### config.mk
export PLATFORM = sky130hd
export DESIGN_NAME = uart_tx_framer
export DESIGN_NICKNAME = d
export VERILOG_FILES = /design/src/rtl/uart_pkg.sv /design/src/rtl/uart_baud_gen.sv /design/src/rtl/uart_tx_framer.sv
export SDC_FILE = /design/constraint.sdc
export NUM_CORES = 1
export LEC_CHECK = 0
export CAP_MARGIN = 20
export CORE_ASPECT_RATIO = 1.1
export CORE_MARGIN = 2
export CORE_UTILIZATION = 40
export DETAILED_ROUTE_END_ITERATION = 6
export SYNTH_ARGS = -nofsm -noshare
export SYNTH_HDL_FRONTEND = slang
export SYNTH_HIERARCHICAL = 1
export SYNTH_SLANG_ARGS = --single-unit
### constraint.sdc
create_clock -name clk -period 2.7 [get_ports clk]
set_clock_uncertainty 0.15 [all_clocks]
set_input_delay 0.54 -clock clk [delete_from_list [all_inputs] [get_ports clk]]
set_output_delay 0.54 -clock clk [all_outputs]
set_load 0.005 [all_outputs]
### src/rtl/uart_pkg.sv
// uart_pkg: shared types and constants for the UART transmit path.
//   state_t       - framer FSM states
//   IDLE_LEVEL    - line level while idle and during the stop bit
//   START_LEVEL   - line level during the start bit
//   clks_per_bit  - clk cycles per bit for a given clock frequency and baud rate
package uart_pkg;

  typedef enum logic [2:0] {
    IDLE   = 3'd0,
    START  = 3'd1,
    DATA   = 3'd2,
    PARITY = 3'd3,
    STOP   = 3'd4
  } state_t;

  localparam logic IDLE_LEVEL  = 1'b1;
  localparam logic START_LEVEL = 1'b0;

  // Integer divide; any fractional remainder is simply dropped.
  function automatic int clks_per_bit(input int freq, input int baud);
    return freq / baud;
  endfunction

endpackage

### src/rtl/uart_baud_gen.sv
// uart_baud_gen: bit-period counter for the UART framer.
//   clk      in  system clock
//   rst      in  asynchronous active-high reset
//   restart  in  hold the count at 0 (the next counted cycle is cycle 0 of a bit)
//   bit_pre  out high during the second-to-last cycle of a bit period
//   bit_end  out high during the last cycle of a bit period (count = CLKS_PER_BIT-1)
// Both outputs are registered: they are decoded from the next count value.
module uart_baud_gen #(
  parameter int CLKS_PER_BIT = 4
) (
  input  logic clk,
  input  logic rst,
  input  logic restart,
  output logic bit_pre,
  output logic bit_end
);

  localparam int CNT_W = (CLKS_PER_BIT > 1) ? $clog2(CLKS_PER_BIT) : 1;
  localparam logic [CNT_W-1:0] LAST_CNT = CNT_W'(CLKS_PER_BIT - 1);
  localparam logic [CNT_W-1:0] PRE_CNT  = CNT_W'(CLKS_PER_BIT - 2);

  logic [CNT_W-1:0] cnt_r;
  logic [CNT_W-1:0] cnt_next_s;

  // Next count: wrap at the end of each bit so a new bit always starts at 0.
  always_comb begin
    cnt_next_s = cnt_r + CNT_W'(1);
    if (restart || (cnt_r == LAST_CNT)) begin
      cnt_next_s = '0;
    end else begin
      cnt_next_s = cnt_r + CNT_W'(1);
    end
  end

  // Count register and registered end-of-bit decodes.
  always_ff @(posedge clk or posedge rst) begin
    if (rst) begin
      cnt_r   <= '0;
      bit_pre <= 1'b0;
      bit_end <= 1'b0;
    end else begin
      cnt_r   <= cnt_next_s;
      bit_pre <= (cnt_next_s == PRE_CNT);
      bit_end <= (cnt_next_s == LAST_CNT);
    end
  end

endmodule

### src/rtl/uart_tx_framer.sv
// uart_tx_framer: serialises strobed bytes onto a UART line
// (start bit, DATA_BITS data bits LSB first, optional parity, stop bit),
// with a one-entry holding register for a strobe arriving mid-frame.
//   clk       in  system clock
//   rst       in  asynchronous active-high reset
//   tx_en     in  one-cycle load strobe
//   tx_data   in  byte to send, sampled when tx_en = 1
//   tx        out serial line, idles high
//   busy      out frame in flight or holding register full
//   tx_done   out one-cycle pulse on the last cycle of each stop bit
//   overflow  out sticky: a strobe was dropped because the hold register was full
module uart_tx_framer
  import uart_pkg::*;
#(
  parameter int CLK_FREQ     = 50_000_000,
  parameter int BAUD         = 115200,
  parameter int CLKS_PER_BIT = clks_per_bit(CLK_FREQ, BAUD),
  parameter int DATA_BITS    = 8,
  parameter int PARITY_EN    = 0,
  parameter int PARITY_ODD   = 0
) (
  input  logic                 clk,
  input  logic                 rst,
  input  logic                 tx_en,
  input  logic [DATA_BITS-1:0] tx_data,
  output logic                 tx,
  output logic                 busy,
  output logic                 tx_done,
  output logic                 overflow
);

  localparam int IDX_W = $clog2(DATA_BITS);
  localparam logic [IDX_W-1:0] LAST_IDX = IDX_W'(DATA_BITS - 1);

  state_t               state_r;
  logic [DATA_BITS-1:0] shift_r;
  logic [IDX_W-1:0]     bit_idx_r;
  logic [DATA_BITS-1:0] hold_r;
  logic                 hold_valid_r;
  logic                 parity_r;
  logic                 bit_pre_s;
  logic                 bit_end_s;
  logic                 frame_end_s;

  function automatic logic frame_parity(input logic [DATA_BITS-1:0] d);
    return (^d) ^ (PARITY_ODD != 0);
  endfunction

  // Counter is held at 0 in IDLE; elsewhere it wraps on its own at each bit end.
  uart_baud_gen #(
    .CLKS_PER_BIT(CLKS_PER_BIT)
  ) u_baud (
    .clk    (clk),
    .rst    (rst),
    .restart(state_r == IDLE),
    .bit_pre(bit_pre_s),
    .bit_end(bit_end_s)
  );

  assign frame_end_s = (state_r == STOP) && bit_end_s;

  // Framer FSM: every output is set for the state being entered, so tx is a register.
  always_ff @(posedge clk or posedge rst) begin
    if (rst) begin
      state_r      <= IDLE;
      shift_r      <= '0;
      bit_idx_r    <= '0;
      hold_r       <= '0;
      hold_valid_r <= 1'b0;
      parity_r     <= 1'b0;
      tx           <= IDLE_LEVEL;
      busy         <= 1'b0;
      tx_done      <= 1'b0;
      overflow     <= 1'b0;
    end else begin
      tx_done <= (state_r == STOP) && bit_pre_s;

      // Mid-frame strobe: fill the hold register, or drop it if already full.
      // The frame-end cycle is handled in STOP, where the hold register drains.
      if (tx_en && (state_r != IDLE) && !frame_end_s) begin
        if (hold_valid_r) begin
          overflow <= 1'b1;
        end else begin
          hold_r       <= tx_data;
          hold_valid_r <= 1'b1;
        end
      end

      case (state_r)
        IDLE: begin
          if (tx_en) begin
            state_r  <= START;
            shift_r  <= tx_data;
            parity_r <= frame_parity(tx_data);
            tx       <= START_LEVEL;
            busy     <= 1'b1;
          end else begin
            tx   <= IDLE_LEVEL;
            busy <= 1'b0;
          end
        end
        START: begin
          if (bit_end_s) begin
            state_r   <= DATA;
            bit_idx_r <= '0;
            tx        <= shift_r[0];
          end
        end
        DATA: begin
          if (bit_end_s) begin
            if (bit_idx_r == LAST_IDX) begin
              if (PARITY_EN != 0) begin
                state_r <= PARITY;
                tx      <= parity_r;
              end else begin
                state_r <= STOP;
                tx      <= IDLE_LEVEL;
              end
            end else begin
              shift_r   <= shift_r >> 1;
              tx        <= shift_r[1];
              bit_idx_r <= bit_idx_r + IDX_W'(1);
            end
          end
        end
        PARITY: begin
          if (bit_end_s) begin
            state_r <= STOP;
            tx      <= IDLE_LEVEL;
          end
        end
        STOP: begin
          if (bit_end_s) begin
            if (hold_valid_r) begin
              // Held byte goes first; a same-cycle strobe refills the hold register.
              state_r  <= START;
              shift_r  <= hold_r;
              parity_r <= frame_parity(hold_r);
              tx       <= START_LEVEL;
              if (tx_en) begin
                hold_r <= tx_data;
              end else begin
                hold_valid_r <= 1'b0;
              end
            end else if (tx_en) begin
              state_r  <= START;
              shift_r  <= tx_data;
              parity_r <= frame_parity(tx_data);
              tx       <= START_LEVEL;
            end else begin
              state_r <= IDLE;
              tx      <= IDLE_LEVEL;
              busy    <= 1'b0;
            end
          end
        end
        default: begin
          state_r <= IDLE;
          tx      <= IDLE_LEVEL;
          busy    <= hold_valid_r;
        end
      endcase
    end
  end

endmodule

# After elaboration in Yosys (flattened, before gate mapping)
# Index checks and enable logic that the tools add are counted.
# word_totals
inputBits	11
latchBits	0
output_inout_bits	4
ff_bits	38
mem_count	0
mem_bits_rw	0
rom_bits	0
# classes
bitwise_logic	1
div_mod_pow	0
reduce_logical	17
multipliers	0
addsub	2
order_cmp	0
shifts	0
muxes	44
n_eq_ne	17
# ops
op	n
$mux W8	11
$eq A9 B9 Y1 const B	3
$mux W3	9
$pmux W8 S3	1
$mux W1	18
$reduce_and A4 Y1	4
$pmux W3 S5	1
$ne A2 B2 Y1 const B	5
$add A9 B1 Y9 const B	1
$mux W9	1
$ne A2 B1 Y1 const B	4
$eq A3 B2 Y1 const B	2
$eq A3 B3 Y1 const B	2
$pmux W3 S2	1
$reduce_and A6 Y1	1
$reduce_bool A3 Y1	2
$pmux W1 S5	1
$logic_and A1 B1 Y1	4
$add A3 B1 Y3 const B	1
$eq A3 B1 Y1 const B	1
$logic_not A3 Y1	1
$pmux W1 S3	1
$reduce_or A3 Y1	1
$reduce_and A2 Y1	1
other kinds (4)	4

# Logic depth before layout (Yosys ltp)
# depth
word_depth	9
mapped_depth	7
ltp_nobuf	7

# Modules after synthesis
# The synthesis kept the hierarchy.
# modules_own_cells
mod	instances	area_each_um2	seq_area_each_um2	cells_per_inst
uart_tx_framer	1	1517.7	676.9	147
uart_baud_gen	1	666.9	275.3	63

# Least setup slack after synthesis
# OpenSTA, ideal clock, no wires.
# synth_timing
path_kind	register -> register
startpoint	reg bit_idx_r[0]
endpoint	reg shift_r[0]
arrival_ns	1.502
setup_slack_ns	0.918
synth_period_minus_slack_ns	1.782
path_stages_with_launch	8
path_cell_list	dfrtp_1 ha_1 ha_1 o21ai_1 a31oi_4 o21bai_2 nand2_1 o21ai_1
# synth_between
elab_chain_cells	3
# synth_rtl
element	line_no	source
start, declared	uart_tx_framer.sv:37	logic [IDX_W-1:0] bit_idx_r;
start signal, assigned	uart_tx_framer.sv:122	bit_idx_r <= bit_idx_r + IDX_W'(1);
$eq A3 B3 Y1	uart_tx_framer.sv:111	if (bit_idx_r == LAST_IDX) begin
$ne A2 B2 Y1 (no source line)	-	
$reduce_and A4 Y1 (no source line)	-	
end signal, assigned	uart_tx_framer.sv:120	shift_r <= shift_r >> 1;
end signal, assigned	uart_tx_framer.sv:137	shift_r <= hold_r;
end signal, assigned	uart_tx_framer.sv:147	shift_r <= tx_data;
end, declared	uart_tx_framer.sv:36	logic [DATA_BITS-1:0] shift_r;
# Every way passes these cells.
# A chain may end at the register's enable or synchronous reset.

# Worst setup path in the final report
# layout_timing
startpoint	reg state_r[0]
endpoint	reg shift_r[2]
# layout_between
elab_chain_cells	3
# layout_rtl
element	line_no	source
start, declared	uart_tx_framer.sv:35	state_t state_r;
start signal, assigned	uart_tx_framer.sv:65	state_r <= IDLE;
start signal, assigned	uart_tx_framer.sv:92	state_r <= START;
start signal, assigned	uart_tx_framer.sv:104	state_r <= DATA;
$eq A3 B2 Y1, or another cell as far along	uart_tx_framer.sv:89	case (state_r)
$ne A2 B2 Y1 (no source line), or another cell as far along	-	
$reduce_and A4 Y1 (no source line)	-	
end signal, assigned	uart_tx_framer.sv:93	shift_r <= tx_data;
end signal, assigned	uart_tx_framer.sv:120	
end signal, assigned	uart_tx_framer.sv:137	
# Several ways; a longest one is shown, not always the timed one.

==> results.sh <==
export IMPL_critical_path_max_stage_delay_ps=670
export IMPL_wp_depth=5
export IMPL_io_pin_count=15
export IMPL_gp_congestion=0.8483
export IMPL_cp_data_arrival_time_ps=2110
export IMPL_holdPathEnd="tx_done$_DFF_PP0_"
export IMPL_post_detail_place_hpwl_um=3137
export IMPL_worst_hold_path_num_cells=1
export IMPL_relative_slew_slack=0.5088
export IMPL_pwr_density_cell_mw_per_mm2=514.7
export IMPL_worst_endpoint_required_ps=2720
export IMPL_grt_pass1_wl_um=7527
export IMPL_diodes=0
export IMPL_floorplan_initialDensity=0.4102
export IMPL_run_status="finished clean"
export IMPL_yosys_register_bits=38
export IMPL_min_delay_path_class="reg2reg"
export IMPL_core_mm2=0.005325
export IMPL_critPathMaxFanout=11
export IMPL_worstSkewPairLatency_ps=300
export IMPL_path_clk_slew_ps=80
export IMPL_vdd_ir_drop_max_v=0.0002559
export IMPL_cts_buffer_depth=2
export IMPL_first_global_vias=1607
export IMPL_async_reset_ff_frac=1.000
export IMPL_drt_iter0_drc=99
export IMPL_rsz0062_at_grt="no"
export IMPL_worst_r2r_endpoint="shift_r[2]$_DFFE_PP0P_"
export IMPL_final_antenna_net_count=0
export IMPL_synth_distinct_cells=68
export IMPL_mapped_nets=225
export IMPL_placement_rows=28
export IMPL_netlist_area_mm2=0.002185
export IMPL_max_cap_violations=0
export IMPL_timing_setup_critical_path_class="reg2reg"
export IMPL_worst_hold_startpoint="u_baud/bit_pre$_DFF_PP0_"
export IMPL_timing_critical_path_max_delay_family="simple AND/OR/NAND/NOR gates"
export IMPL_achievable_frequency_ghz=0.4788
export IMPL_worstMarginPinSlew_ps=732.7
export IMPL_number_of_buffers_inserted_during_clock_tree_synthesis=5
export IMPL_dieHeight_um=81.51
export IMPL_post_cts_hold_buffer_count=0
export IMPL_cts_htree_levels=2
export IMPL_start_kind="flop"
export IMPL_globalRoute_totalOverflow=0
export IMPL_finish_net_count=236
export IMPL_cts_repair_resize_count=0
export IMPL_final_setup_viol_count=0
export IMPL_ff2ff_path_depth=5
export IMPL_post_drt_wl_per_cell_um=15.36
export IMPL_synth_seq_area_share=0.4359
export IMPL_n_fill_cell=512
export IMPL_critical_path_buf_inv_count=0
export IMPL_clock_tree_root_cell="sky130_fd_sc_hd__clkbuf_8"
export IMPL_layout_drive_gt1_share=0.1532
export IMPL_number_of_synthesized_flops_with_an_enable_pin=0
export IMPL_route_detailed_vias_per_inst=5.444
export IMPL_die_width_um=74.46
export IMPL_number_of_search_and_repair_iterations_in_the_first_detailed_routing_pass=4
export IMPL_power_static_leakage_nw=1.082
export IMPL_post_cts_buffers=0
export IMPL_syn_to_final_growth_pct=14.32
export IMPL_post_route_period_util=0.7736
export IMPL_routed_wl_um=4563
export IMPL_r2r_setup_slack_ps=610
export IMPL_grt_use_total=0.1624
export IMPL_finalHoldViolations=0
export IMPL_syn_avg_cell_area_um2=10.40
export IMPL_routed_via_count=1617
export IMPL_clock_sink_count=38
export IMPL_timing_critical_path_cells="nor3_2 -> a31oi_4 -> o21bai_2 -> nand2_1 -> o21ai_1"
export IMPL_die_area_mm2=0.006069
export IMPL_slew_viol_final=0
export IMPL_final_min_period_ps=2089
export IMPL_timing_setup_tns_ps=0
export IMPL_critical_path_endpoint_type="flop"
export IMPL_crit_path_top_delay_cell="sky130_fd_sc_hd__nor3_2"
export IMPL_tritoncts_clock_tree="yes"
export IMPL_post_synth_inst_count=210
export IMPL_worst_hold_slack_ps=330.2
export IMPL_number_of_warnings_reported_in_the_yosys_synthesis_log=6
export IMPL_portBuffers=14
export IMPL_timing_rr_start="state_r[0]$_DFFE_PP0P_"
export IMPL_antenna_violations_before_repair=0
export IMPL_pin_count_of_the_biggest_net_entering_global_routing=28
export IMPL_drc=0
export IMPL_ys_flop_type="sky130_fd_sc_hd__dfrtp_1"
==> per-layer routing <==
layer	up-vias	track usage	wire length, um
li1	797	-	-
met1	791	0.1926	2105
met2	23	0.2876	2274
met3	6	0.03681	117
met4	0	0.05357	65
met5	-	0	0
==> cells in the mapped netlist (3+ instances only) <==
master	instances	share of area
sky130_fd_sc_hd__a21oi_1	3	0.0069
sky130_fd_sc_hd__a221oi_1	7	0.028
sky130_fd_sc_hd__a22o_1	5	0.020
sky130_fd_sc_hd__a31oi_1	3	0.0086
sky130_fd_sc_hd__buf_2	5	0.011
sky130_fd_sc_hd__buf_6	3	0.015
sky130_fd_sc_hd__dfrtp_1	37	0.42
sky130_fd_sc_hd__ha_1	4	0.023
sky130_fd_sc_hd__inv_1	7	0.012
sky130_fd_sc_hd__mux2_4	8	0.055
sky130_fd_sc_hd__nand2_1	20	0.034
sky130_fd_sc_hd__nand2b_1	3	0.0086
sky130_fd_sc_hd__nand3_1	5	0.011
sky130_fd_sc_hd__nor2_1	17	0.029
sky130_fd_sc_hd__o21ai_0	4	0.0092
sky130_fd_sc_hd__o21ai_1	10	0.023
==> worst register-to-register path, cell delays in order (launching register included) <==
cell	delay, ps
sky130_fd_sc_hd__dfrtp_1	510
sky130_fd_sc_hd__nor3_2	680
sky130_fd_sc_hd__a31oi_4	150
sky130_fd_sc_hd__o21bai_2	310
sky130_fd_sc_hd__nand2_1	110
sky130_fd_sc_hd__o21ai_1	60
==> sequential cells by signal, summed over array words and instances, names as in the netlist, 3 cells and up <==
| name | flops |
|---|---|
| state_r | 3 |
| shift_r | 8 |
| bit_idx_r | 3 |
| hold_r | 8 |
| u_baud/cnt_r | 9 |
==> layout by cell type (no fill, tap or decap), types with 3 or more instances in the layout <==
cell,n
sky130_fd_sc_hd__dfrtp_1,37
sky130_fd_sc_hd__inv_1,7
sky130_fd_sc_hd__nand2_1,20
sky130_fd_sc_hd__nand2b_1,3
sky130_fd_sc_hd__a21oi_1,3
sky130_fd_sc_hd__clkbuf_8,6
sky130_fd_sc_hd__mux2_4,8
sky130_fd_sc_hd__o21ai_0,4
sky130_fd_sc_hd__a22o_1,5
sky130_fd_sc_hd__nand3_1,5
sky130_fd_sc_hd__a221oi_1,7
sky130_fd_sc_hd__clkdlybuf4s50_1,14
sky130_fd_sc_hd__o21ai_1,10
sky130_fd_sc_hd__ha_1,4
sky130_fd_sc_hd__buf_4,3
sky130_fd_sc_hd__nor2_1,17
sky130_fd_sc_hd__a31oi_1,3
==> layout make-up <==
type	count	area, um^2	area share
clock buffer	6	82.58	0.03307
clock inverter	2	60.06	0.02405
inverter	8	30.03	0.01202
multi-input combinational	151	1116	0.4469
sequential	38	952.2	0.3813
tap	75	93.84	0.03758
timing repair buffer	17	162.7	0.06513
==> cell families after synthesis <==
logic type / Yosys count / synth area share
AO/OA/AOI/OAI: 62 / 0.2268
XOR/XNOR: 4 / 0.01604
adder cells (fa/ha/maj): 4 / 0.02291
buffers and inverters: 21 / 0.05325
flip-flops: 38 / 0.4359
multiplexers: 10 / 0.06472
AND/OR/NAND/NOR: 71 / 0.1804
==> power breakdown <==
part / switching [mW] / internal (mW) / total (mW)
Clock: 0.216 / 0.395 / 0.610
Combinational: 0.0318 / 0.0427 / 0.0745
Sequential: 0.0120 / 0.589 / 0.601
==> worst max-delay path by stage <==
stage	start	endpoint
detailed placement	tx_en	shift_r[5]$_DFFE_PP0P_
finish	state_r[0]$_DFFE_PP0P_	shift_r[2]$_DFFE_PP0P_
floorplan	bit_idx_r[0]$_DFFE_PP0P_	shift_r[0]$_DFFE_PP0P_
CTS	state_r[0]$_DFFE_PP0P_	shift_r[5]$_DFFE_PP0P_
global route	state_r[0]$_DFFE_PP0P_	shift_r[2]$_DFFE_PP0P_
global placement	tx_en	shift_r[2]$_DFFE_PP0P_
==> per-stage QoR <==
step	utilization	instances	instance area, um^2	power, mW	setup WS, ps
6_report	0.4690	297	2497	1.285	611.3
3_5_place_dp	0.4422	289	2355	0.6878	413.7
4_1_cts	0.4690	297	2497	1.297	575.7
5_1_grt	0.4690	297	2497	1.332	452.8
3_3_place_gp	0.4422	289	2355	0.6866	459.2
2_1_floorplan	-	210	2185	0.6551	918.3
No activity file was read; power rests on OpenSTA's default activity.
